===== config.mk =====
export PLATFORM = sky130hd
export DESIGN_NAME = accumulator_bus_arbiter_flat
export DESIGN_NICKNAME = d
export VERILOG_FILES = /design/src/rtl/accumulator_bus_arbiter_if.sv /design/src/rtl/accumulator_bus_arbiter.sv /design/src/flat_wrapper.sv
export SDC_FILE = /design/constraint.sdc
export NUM_CORES = 1
export LEC_CHECK = 0
export CORE_ASPECT_RATIO = 1.2
export CORE_MARGIN = 5
export CORE_UTILIZATION = 46
export DETAILED_ROUTE_END_ITERATION = 16
export PLACE_DENSITY = 0.74
export SLEW_MARGIN = 20
export SYNTH_ARGS = -nofsm -noshare
export SYNTH_HDL_FRONTEND = slang
export SYNTH_SLANG_ARGS = --single-unit

===== constraint.sdc =====
create_clock -name clk -period 2.04 [get_ports clk]
set_input_delay 0.204 -clock clk [delete_from_list [all_inputs] [get_ports clk]]
set_output_delay 0.204 -clock clk [all_outputs]
set_load 0.02 [all_outputs]

===== src/rtl/accumulator_bus_arbiter_if.sv =====
// Request/grant bundle for the shared accumulator memory bus.
// Handshake: req[i] is a level request. grant[i] is the registered reply.
// A requester owns the bus for every cycle in which grant[i] is high, and keeps it while req[i] stays high.
// busy mirrors |grant. owner names the current grantee, or the last grantee when the bus is idle.
// timeout pulses for one cycle after the arbiter forcibly takes the bus back.
interface accumulator_bus_arbiter_if #(
  parameter int N = 4
);
  logic [N-1:0] req;
  logic [N-1:0] grant;
  logic         busy;
  logic [1:0]   owner;
  logic         timeout;

  // Requesters drive req and observe the grant side.
  modport master (
    output req,
    input  grant, busy, owner, timeout
  );

  // The arbiter observes req and drives the grant side.
  modport slave (
    input  req,
    output grant, busy, owner, timeout
  );
endinterface


===== src/rtl/accumulator_bus_arbiter.sv =====
// Round-robin arbiter for four processors sharing the accumulator memory bus.
// Ownership is held while req stays high. One dead turnaround cycle follows every release.
// An owner that hits MAX_HOLD is forced off and blocked until it drops req.
module accumulator_bus_arbiter #(
  parameter int N        = 4,
  parameter int MAX_HOLD = 16
) (
  input  logic                        clk,
  input  logic                        reset,
  accumulator_bus_arbiter_if.slave    bus,
  output logic [1:0]                  dbg_state,
  output logic [1:0]                  dbg_ptr,
  output logic [N-1:0]                dbg_blocked
);

  typedef enum logic [1:0] {
    ST_IDLE = 2'd0,
    ST_OWN  = 2'd1,
    ST_TURN = 2'd2
  } state_t;

  state_t       state_q, state_d;
  logic [N-1:0] grant_q, grant_d;
  logic [N-1:0] blocked_q, blocked_d;
  logic [1:0]   owner_q, owner_d;
  logic [1:0]   ptr_q, ptr_d;
  logic [7:0]   hold_q, hold_d;
  logic         timeout_q, timeout_d;

  logic [N-1:0] eligible;
  logic         found;
  logic [1:0]   win;
  logic [1:0]   idx;

  // Round-robin pick: the first eligible index at or after ptr, wrapping modulo 4.
  always_comb begin
    eligible = bus.req & ~blocked_q;
    found    = 1'b0;
    win      = 2'd0;
    idx      = 2'd0;
    for (int k = 0; k < N; k++) begin
      idx = ptr_q + 2'(k);
      if (!found && eligible[idx]) begin
        found = 1'b1;
        win   = idx;
      end
    end
  end

  // Next state, grant and bookkeeping. A block bit is cleared on every edge where its req is sampled low.
  always_comb begin
    state_d   = state_q;
    grant_d   = grant_q;
    owner_d   = owner_q;
    ptr_d     = ptr_q;
    hold_d    = hold_q;
    timeout_d = 1'b0;
    blocked_d = blocked_q & bus.req;
    case (state_q)
      ST_IDLE, ST_TURN: begin
        if (found) begin
          state_d      = ST_OWN;
          grant_d      = '0;
          grant_d[win] = 1'b1;
          owner_d      = win;
          hold_d       = 8'd1;
          ptr_d        = win + 2'd1;
        end else begin
          state_d = ST_IDLE;
          grant_d = '0;
        end
      end
      ST_OWN: begin
        if (!bus.req[owner_q]) begin
          state_d = ST_TURN;
          grant_d = '0;
          hold_d  = 8'd0;
        end else if (hold_q == 8'(MAX_HOLD)) begin
          // Forced release: the owner still requests, so it is blocked from winning again.
          state_d            = ST_TURN;
          grant_d            = '0;
          hold_d             = 8'd0;
          timeout_d          = 1'b1;
          blocked_d[owner_q] = 1'b1;
        end else begin
          hold_d = hold_q + 8'd1;
        end
      end
      default: begin
        state_d = ST_IDLE;
        grant_d = '0;
        hold_d  = 8'd0;
      end
    endcase
  end

  // State register. Reset drops the grant immediately, without waiting for a clock.
  always_ff @(posedge clk or negedge reset) begin
    if (!reset) begin
      state_q   <= ST_IDLE;
      grant_q   <= '0;
      blocked_q <= '0;
      owner_q   <= 2'd0;
      ptr_q     <= 2'd0;
      hold_q    <= 8'd0;
      timeout_q <= 1'b0;
    end else begin
      state_q   <= state_d;
      grant_q   <= grant_d;
      blocked_q <= blocked_d;
      owner_q   <= owner_d;
      ptr_q     <= ptr_d;
      hold_q    <= hold_d;
      timeout_q <= timeout_d;
    end
  end

  assign bus.grant   = grant_q;
  assign bus.busy    = |grant_q;
  assign bus.owner   = owner_q;
  assign bus.timeout = timeout_q;

  assign dbg_state   = state_q;
  assign dbg_ptr     = ptr_q;
  assign dbg_blocked = blocked_q;

endmodule


===== src/flat_wrapper.sv =====
// flat-port wrapper written by rule: the top's interface ports become plain ports
module accumulator_bus_arbiter_flat 
#(
  parameter int N        = 4,
  parameter int MAX_HOLD = 16
)
  (clk, reset, dbg_state, dbg_ptr, dbg_blocked, bus_req, bus_grant, bus_busy, bus_owner, bus_timeout);
  accumulator_bus_arbiter_if #(.N(N)) bus_i ();
  input  logic clk;
  input  logic reset;
  output logic [1:0] dbg_state;
  output logic [1:0] dbg_ptr;
  output logic [N-1:0] dbg_blocked;
  input wire logic [$bits(bus_i.req)-1:0] bus_req;
  output wire logic [$bits(bus_i.grant)-1:0] bus_grant;
  output wire logic [$bits(bus_i.busy)-1:0] bus_busy;
  output wire logic [$bits(bus_i.owner)-1:0] bus_owner;
  output wire logic [$bits(bus_i.timeout)-1:0] bus_timeout;
  assign bus_i.req = bus_req;
  assign bus_grant = bus_i.grant;
  assign bus_busy = bus_i.busy;
  assign bus_owner = bus_i.owner;
  assign bus_timeout = bus_i.timeout;
  accumulator_bus_arbiter #(.N(N), .MAX_HOLD(MAX_HOLD)) u_core (.clk(clk), .reset(reset), .bus(bus_i), .dbg_state(dbg_state), .dbg_ptr(dbg_ptr), .dbg_blocked(dbg_blocked));
endmodule

---- After elaboration in Yosys (flattened, before gate mapping) ----
Cells that the tools add are included.
W data, S select, Z words.
storage, ports and cells
  flip-flop bits (word level) ............. 23
  bits in latches ......................... 0
  memory bits (writable) .................. 0
  ROM bits ................................ 0
  bits of input ports ..................... 6
  output and inout bits ................... 16
  logic and storage cells ................. 81
  memories kept ........................... 0
operators by class
  $add $sub $neg .......................... 5
  multipliers ............................. 0
  div/mod/pow operators ................... 0
  $lt $le $gt $ge ......................... 8
  eq/ne operators ......................... 5
  shift operators ......................... 0
  muxes and demuxes ....................... 40
  bitwise logic cells ..................... 4
  reductions and logical operators ........ 12
operators with widths
  cell                   count
  $mux W4                6
  $mux W8                3
  $lt A2 B3 Y1 const B   6
  $pmux W8 S2            1
  $mux W1                15
  $mux W2                6
  $bmux W1 S2            5
  $add A8 B1 Y8 const B  1
  $and A4 B4 Y4          2
  $eq A8 B5 Y1 const B   1
  $pmux W4 S2            1
  $logic_and A1 B1 Y1    5
  $add A2 B1 Y2 const B  2
  $add A2 B2 Y2 const B  2
  $demux W1 S2           2
  $ge A2 B1 Y1 const B   2
  $not A4 Y4             1
  $or A4 B4 Y4           1
  $pmux W2 S2            1
  $reduce_or A4 Y1       1
  $logic_not A1 Y1       3
  $ne A3 B3 Y1 const B   1
  $eq A2 B1 Y1 const B   1
  $eq A2 B2 Y1 const B   1
  other kinds (4)        4

---- Longest topological paths before layout ----
  depth in word-level cells ............... 20
  gate-level depth with buffers ........... 8
  depth with buffers taken out ............ 7

---- Worst setup path before layout ----
OpenSTA, ideal clock, no wires.
  path kind ............................... register to register
  from .................................... register u_core.blocked_q[1], in the netlist u_core.dbg_blocked[1]
  to ...................................... register u_core.ptr_q[1], in the netlist u_core.dbg_ptr[1]
  setup time .............................. 125 ps
  arrival time ............................ 1900 ps
  required time ........................... 1915 ps
  path slack .............................. 15 ps
  stages on the path, launching flop included .. 6
  buffers on the path ..................... 0
  clock period less this slack ............ 2025 ps
  path through ............................ dfrtp_1 > nand2b_1 > a21o_1 > a222oi_1 > ha_1 > mux2_2
on the way
  cells in the longest elaborated chain, start to end .. 15
  elaborated cells on any way between the ends .. 26
  those cells by class .................... 1 x add/sub; 16 x mux; 2 x bitwise; 7 x reduce/logical
RTL lines
  element                        line                            text
  start: declaration             accumulator_bus_arbiter.sv:24   logic [N-1:0] blocked_q, blocked_d;
  start signal: assignment       accumulator_bus_arbiter.sv:110  blocked_q <= blocked_d;
  $not A4 Y4 (*)                 accumulator_bus_arbiter.sv:37   eligible = bus.req & ~blocked_q;
  $and A4 B4 Y4 (*)              accumulator_bus_arbiter.sv:37
  $bmux W1 S2                    accumulator_bus_arbiter.sv:43   if (!found && eligible[idx]) begin
  $mux W1 (implied by the code)  accumulator_bus_arbiter.sv:43
  $mux W1                        accumulator_bus_arbiter.sv:43
  $logic_not A1 Y1               accumulator_bus_arbiter.sv:43
  $logic_and A1 B1 Y1            accumulator_bus_arbiter.sv:43
  $mux W1                        accumulator_bus_arbiter.sv:43
  $logic_not A1 Y1               accumulator_bus_arbiter.sv:43
  $logic_and A1 B1 Y1            accumulator_bus_arbiter.sv:43
  $mux W1                        accumulator_bus_arbiter.sv:43
  $logic_not A1 Y1               accumulator_bus_arbiter.sv:43
  $logic_and A1 B1 Y1            accumulator_bus_arbiter.sv:43
  $mux W2 (*)                    accumulator_bus_arbiter.sv:43
  via u_core.win[0]              accumulator_bus_arbiter.sv:32   logic [1:0] win;
  $add A2 B1 Y2 (*)              accumulator_bus_arbiter.sv:67   ptr_d = win + 2'd1;
  end signal: assignment         accumulator_bus_arbiter.sv:112  ptr_q <= ptr_d;
  end: declaration               accumulator_bus_arbiter.sv:26   logic [1:0] ptr_q, ptr_d;
The timed path passes the listed nets; every way through them passes the cells marked *. The select of a mux whose other input is x is not followed.
A chain may end at the register's enable or synchronous reset.

---- Worst setup path after layout ----
  from .................................... register u_core.owner_q[1], in the netlist u_core.bus.owner[1]
  to ...................................... register u_core.hold_q[4]
on the way
  cells in the longest elaborated chain, start to end .. 4
RTL lines
  element                        line                            text
  start: declaration             accumulator_bus_arbiter.sv:25   logic [1:0] owner_q, owner_d;
  start signal: assignment       accumulator_bus_arbiter.sv:111  owner_q <= owner_d;
  $bmux W1 S2                    accumulator_bus_arbiter.sv:74   if (!bus.req[owner_q]) begin
  $mux W1 (implied by the code)  accumulator_bus_arbiter.sv:74
  $mux W8                        accumulator_bus_arbiter.sv:74
  $pmux W8 S2                    accumulator_bus_arbiter.sv:59   case (state_q)
  end signal: assignment         accumulator_bus_arbiter.sv:113  hold_q <= hold_d;
  end: declaration               accumulator_bus_arbiter.sv:27   logic [7:0] hold_q, hold_d;
Every way passes these cells. The select of a mux whose other input is x is not followed.

==> flow_metrics.env <==
export IMPL_final_seq_area_um2=576
export IMPL_cts_buffer_depth=2
export IMPL_totalWireLength_um=2460
export IMPL_crit_path_end_kind="register"
export IMPL_timing_worst_slew_pin_value_ns=0.578
export IMPL_drive_gt1_share_pct=11.3
export IMPL_critPathArrivalTime_ns=2.11
export IMPL_detailed_place_area_um2=1500
export IMPL_area_overhead_of_the_layout_relative_to_synthesis_pct=26.8
export IMPL_die_outline_height_um=66.0
export IMPL_rrSetupSlack_ns=0.13
export IMPL_vias_per_cell=5.41
export IMPL_clkTransAtPathRegs_ns=0.13
export IMPL_vias=990
export IMPL_cts_tree="built"
export IMPL_synth_async_sr_flop_share_pct=100
export IMPL_layout_filler_cells=226
export IMPL_num_rows=20
export IMPL_synth_commonest_cells="dfrtp_1, nand2_1, a22o_1, nor2_1, o21ai_0"
export IMPL_groute_layer_met2_usage_pct=25.4
export IMPL_synth_area_per_cell_um2=10.1
export IMPL_vdd_ir_drop_worst_v=0.000703
export IMPL_route_detailed_wl_per_inst_um=13.4
export IMPL_grt_overflow_total=0
export IMPL_worst_path_cell_trace="mux2_4 > o22a_1 > and3b_1 > a21o_1 > a22o_1"
export IMPL_total_die_area_um2=3740
export IMPL_post_synth_main_area_contributors="dfrtp_1, a22o_1, ha_1"
export IMPL_finalHoldViolations=0
export IMPL_drv_max_cap_violation_count=0
export IMPL_top_level_ports=22
export IMPL_ant_nets=0
export IMPL_clock_sinks=23
export IMPL_met3_usage_pct=2.34
export IMPL_htree_num_levels=1
export IMPL_synth_area_leader_cell="dfrtp_1"
export IMPL_worstSkewPairLatency_ns=0.30
export IMPL_cp_start_kind="register"
export IMPL_ys_dominant_reg_cell="dfrtp_1"
export IMPL_final_area_um2=1530
export IMPL_run_status="complete, no violations"
export IMPL_combined_area_of_the_multi_input_logic_cells_um2=574
export IMPL_worstSetupPathType="reg2reg"
export IMPL_drtIter0Drc=26
export IMPL_floorplan_core_area_um2=2530
export IMPL_diodes=0
export IMPL_grt_most_used_layer="met2"
export IMPL_initial_core_utilization_pct=47.6
export IMPL_rsz0062_at_grt="false"
export IMPL_cellLeakagePower_nw=0.747
export IMPL_dp_hpwl_um=1880
export IMPL_layout_worst_path_cycle_share_pct=93.5
export IMPL_min_delay_path_class="in2async"
export IMPL_cts_inserted_buffers=3
export IMPL_final_estimated_routing_congestion_in_global_placement=0.799
export IMPL_top_cell_type_s_share_of_synthesized_area_pct=47.9
export IMPL_cp_data_required_time_ns=2.25
export IMPL_die_w_um=56.7
export IMPL_synth_ff_latch_count=23
export IMPL_netlist_cell_type_count=31
export IMPL_drc=0
export IMPL_grtUsageTotal_pct=13.9
export IMPL_grt_antenna_before_repair=0
export IMPL_first_pass_grt_wire_length_um=4190
export IMPL_yosys_warnings=0
export IMPL_critical_path_max_stage_delay_ns=0.50
export IMPL_maximum_number_of_pins_on_one_net_before_global_route_repair=24
export IMPL_final_period_minus_worst_setup_slack_ns=1.91
export IMPL_timing_max_slew_rel_slack_pct=61.4
export IMPL_final_nets=163
export IMPL_synth_most_common_cell="dfrtp_1"
export IMPL_final_number_of_setup_violating_endpoints=0
export IMPL_grt_util_met1_pct=16.7
export IMPL_critical_path_slowest_cell="dfrtp_1"
export IMPL_timing_setup_tns_ns=0
export IMPL_synth_seq_area_share_pct=47.9
export IMPL_fmax_ghz=0.525
export IMPL_synth_fp_nets=131
export IMPL_power_per_cell_area_nw_per_um2=1210
export IMPL_synth_edf_count=0
export IMPL_first_global_vias=976
export IMPL_clock_skew_ns=0.00171
export IMPL_cts_root_buffer_cell="clkbuf_4"
export IMPL_postSynthCellCount=119
export IMPL_post_synth_instance_area_um2=1200
export IMPL_crit_fanout=17
export IMPL_final_max_slew_violation_count=0
export IMPL_buffers_added_on_ports=21
export IMPL_router_iterations_before_antenna_repair=4
export IMPL_finish_utilization_pct=60.3
repair_timing:
action | 4_1_cts | 5_1_grt
endpoints found under the setup margin | 0 | 1
gates resized for setup | 0 | 1
hold buffers | 0 | 0
setup buffers | 0 | 0
logic make-up (layout without fill, tap and decap cells):
logic type,count (synthesis),in the layout,synth area share [%]
simple gates,46,46,19.7
compound gates,29,29,17.2
flops,23,23,47.9
buf+inv,10,41,4.37
fa+ha+maj,6,6,6.24
mux,4,4,3.95
xor+xnor,1,1,0.729
worst paths after layout:
kind	startpoint	end	depth (start not counted)
max in group asynchronous	reset	u_core.hold_q[3]	2
min in group clk	bus_req[3]	u_core.dbg_blocked[3]	3
min	reset	u_core.dbg_blocked[1]	2
max reg2reg	u_core.bus.owner[1]	u_core.hold_q[4]	5
min reg2reg	u_core.dbg_blocked[3]	u_core.dbg_blocked[3]	2
max	u_core.bus.owner[1]	u_core.hold_q[4]	5
layout make-up:
class / instances / area share (%)
clock inverter: 1 / 0.328
multi-input combinational: 86 / 37.7
clock buffer: 3 / 1.48
inverter: 7 / 1.72
timing repair buffer: 30 / 18.4
sequential: 23 / 37.7
tap: 33 / 2.71
per-stage QoR:
step                setup WS (ns)  total power [W]  hold slack [ns]  instances
global route               0.0319          0.00198            0.279        183
finish                      0.133          0.00184            0.238        183
detailed placement         -0.112          0.00166            0.491        179
global placement          -0.0711          0.00163            0.481        179
floorplan                  0.0150          0.00128          -0.0916        119
CTS                        0.0168          0.00187            0.243        183
metal layers:
| layer | part of all wire (%) | wire [um] |
|---|---|---|
| met4 | 0.57 | 14 |
| met1 | 45 | 1110 |
| met2 | 50 | 1230 |
| met5 | 0 | 0 |
| met3 | 3.9 | 97 |
cell usage in the layout, fill, tap and decap left out:
cell type         n
clkdlybuf4s50_1  20
mux2_4            1
buf_4             9
and3b_1           1
nand3_1           6
a21o_1            4
dfrtp_1          23
clkbuf_4          3
dlymetal6s2s_1    1
a31oi_1           1
nor2b_1           4
clkinv_2          1
nor2_1            9
nand3b_1          2
mux2i_1           1
o31ai_1           1
nand2_1          12
inv_1             7
or2_2             1
or4_1             1
nor4b_1           1
o22a_1            1
mux2_2            2
a22o_1            9
nand2b_1          7
ha_1              6
and3_1            1
xor2_1            1
a21oi_1           2
o21a_1            1
a22oi_1           1
o21ai_0           8
a222oi_1          1
nand4_1           1
critical path: cells and delay by family (launching register included):
kind / cells / cell delay, ns
AOI/OAI and AO/OA: 3 / 0.61
and+or+nand+nor: 1 / 0.36
muxes: 1 / 0.33
DFF: 1 / 0.50
power by group:
part	switching (W)	internal [W]
clock	0.000139	0.0000731
sequential	0.000134	0.000567
combinational	0.000470	0.000461
registers in the layout, indices dropped and copies added (netlist names):
register and flops:
u_core.dbg_blocked 4, u_core.bus.grant 4, u_core.bus.timeout 1, u_core.dbg_ptr 2
u_core.dbg_state 2, u_core.bus.owner 2, u_core.hold_q 8
(Power assumes the default switching activity.)
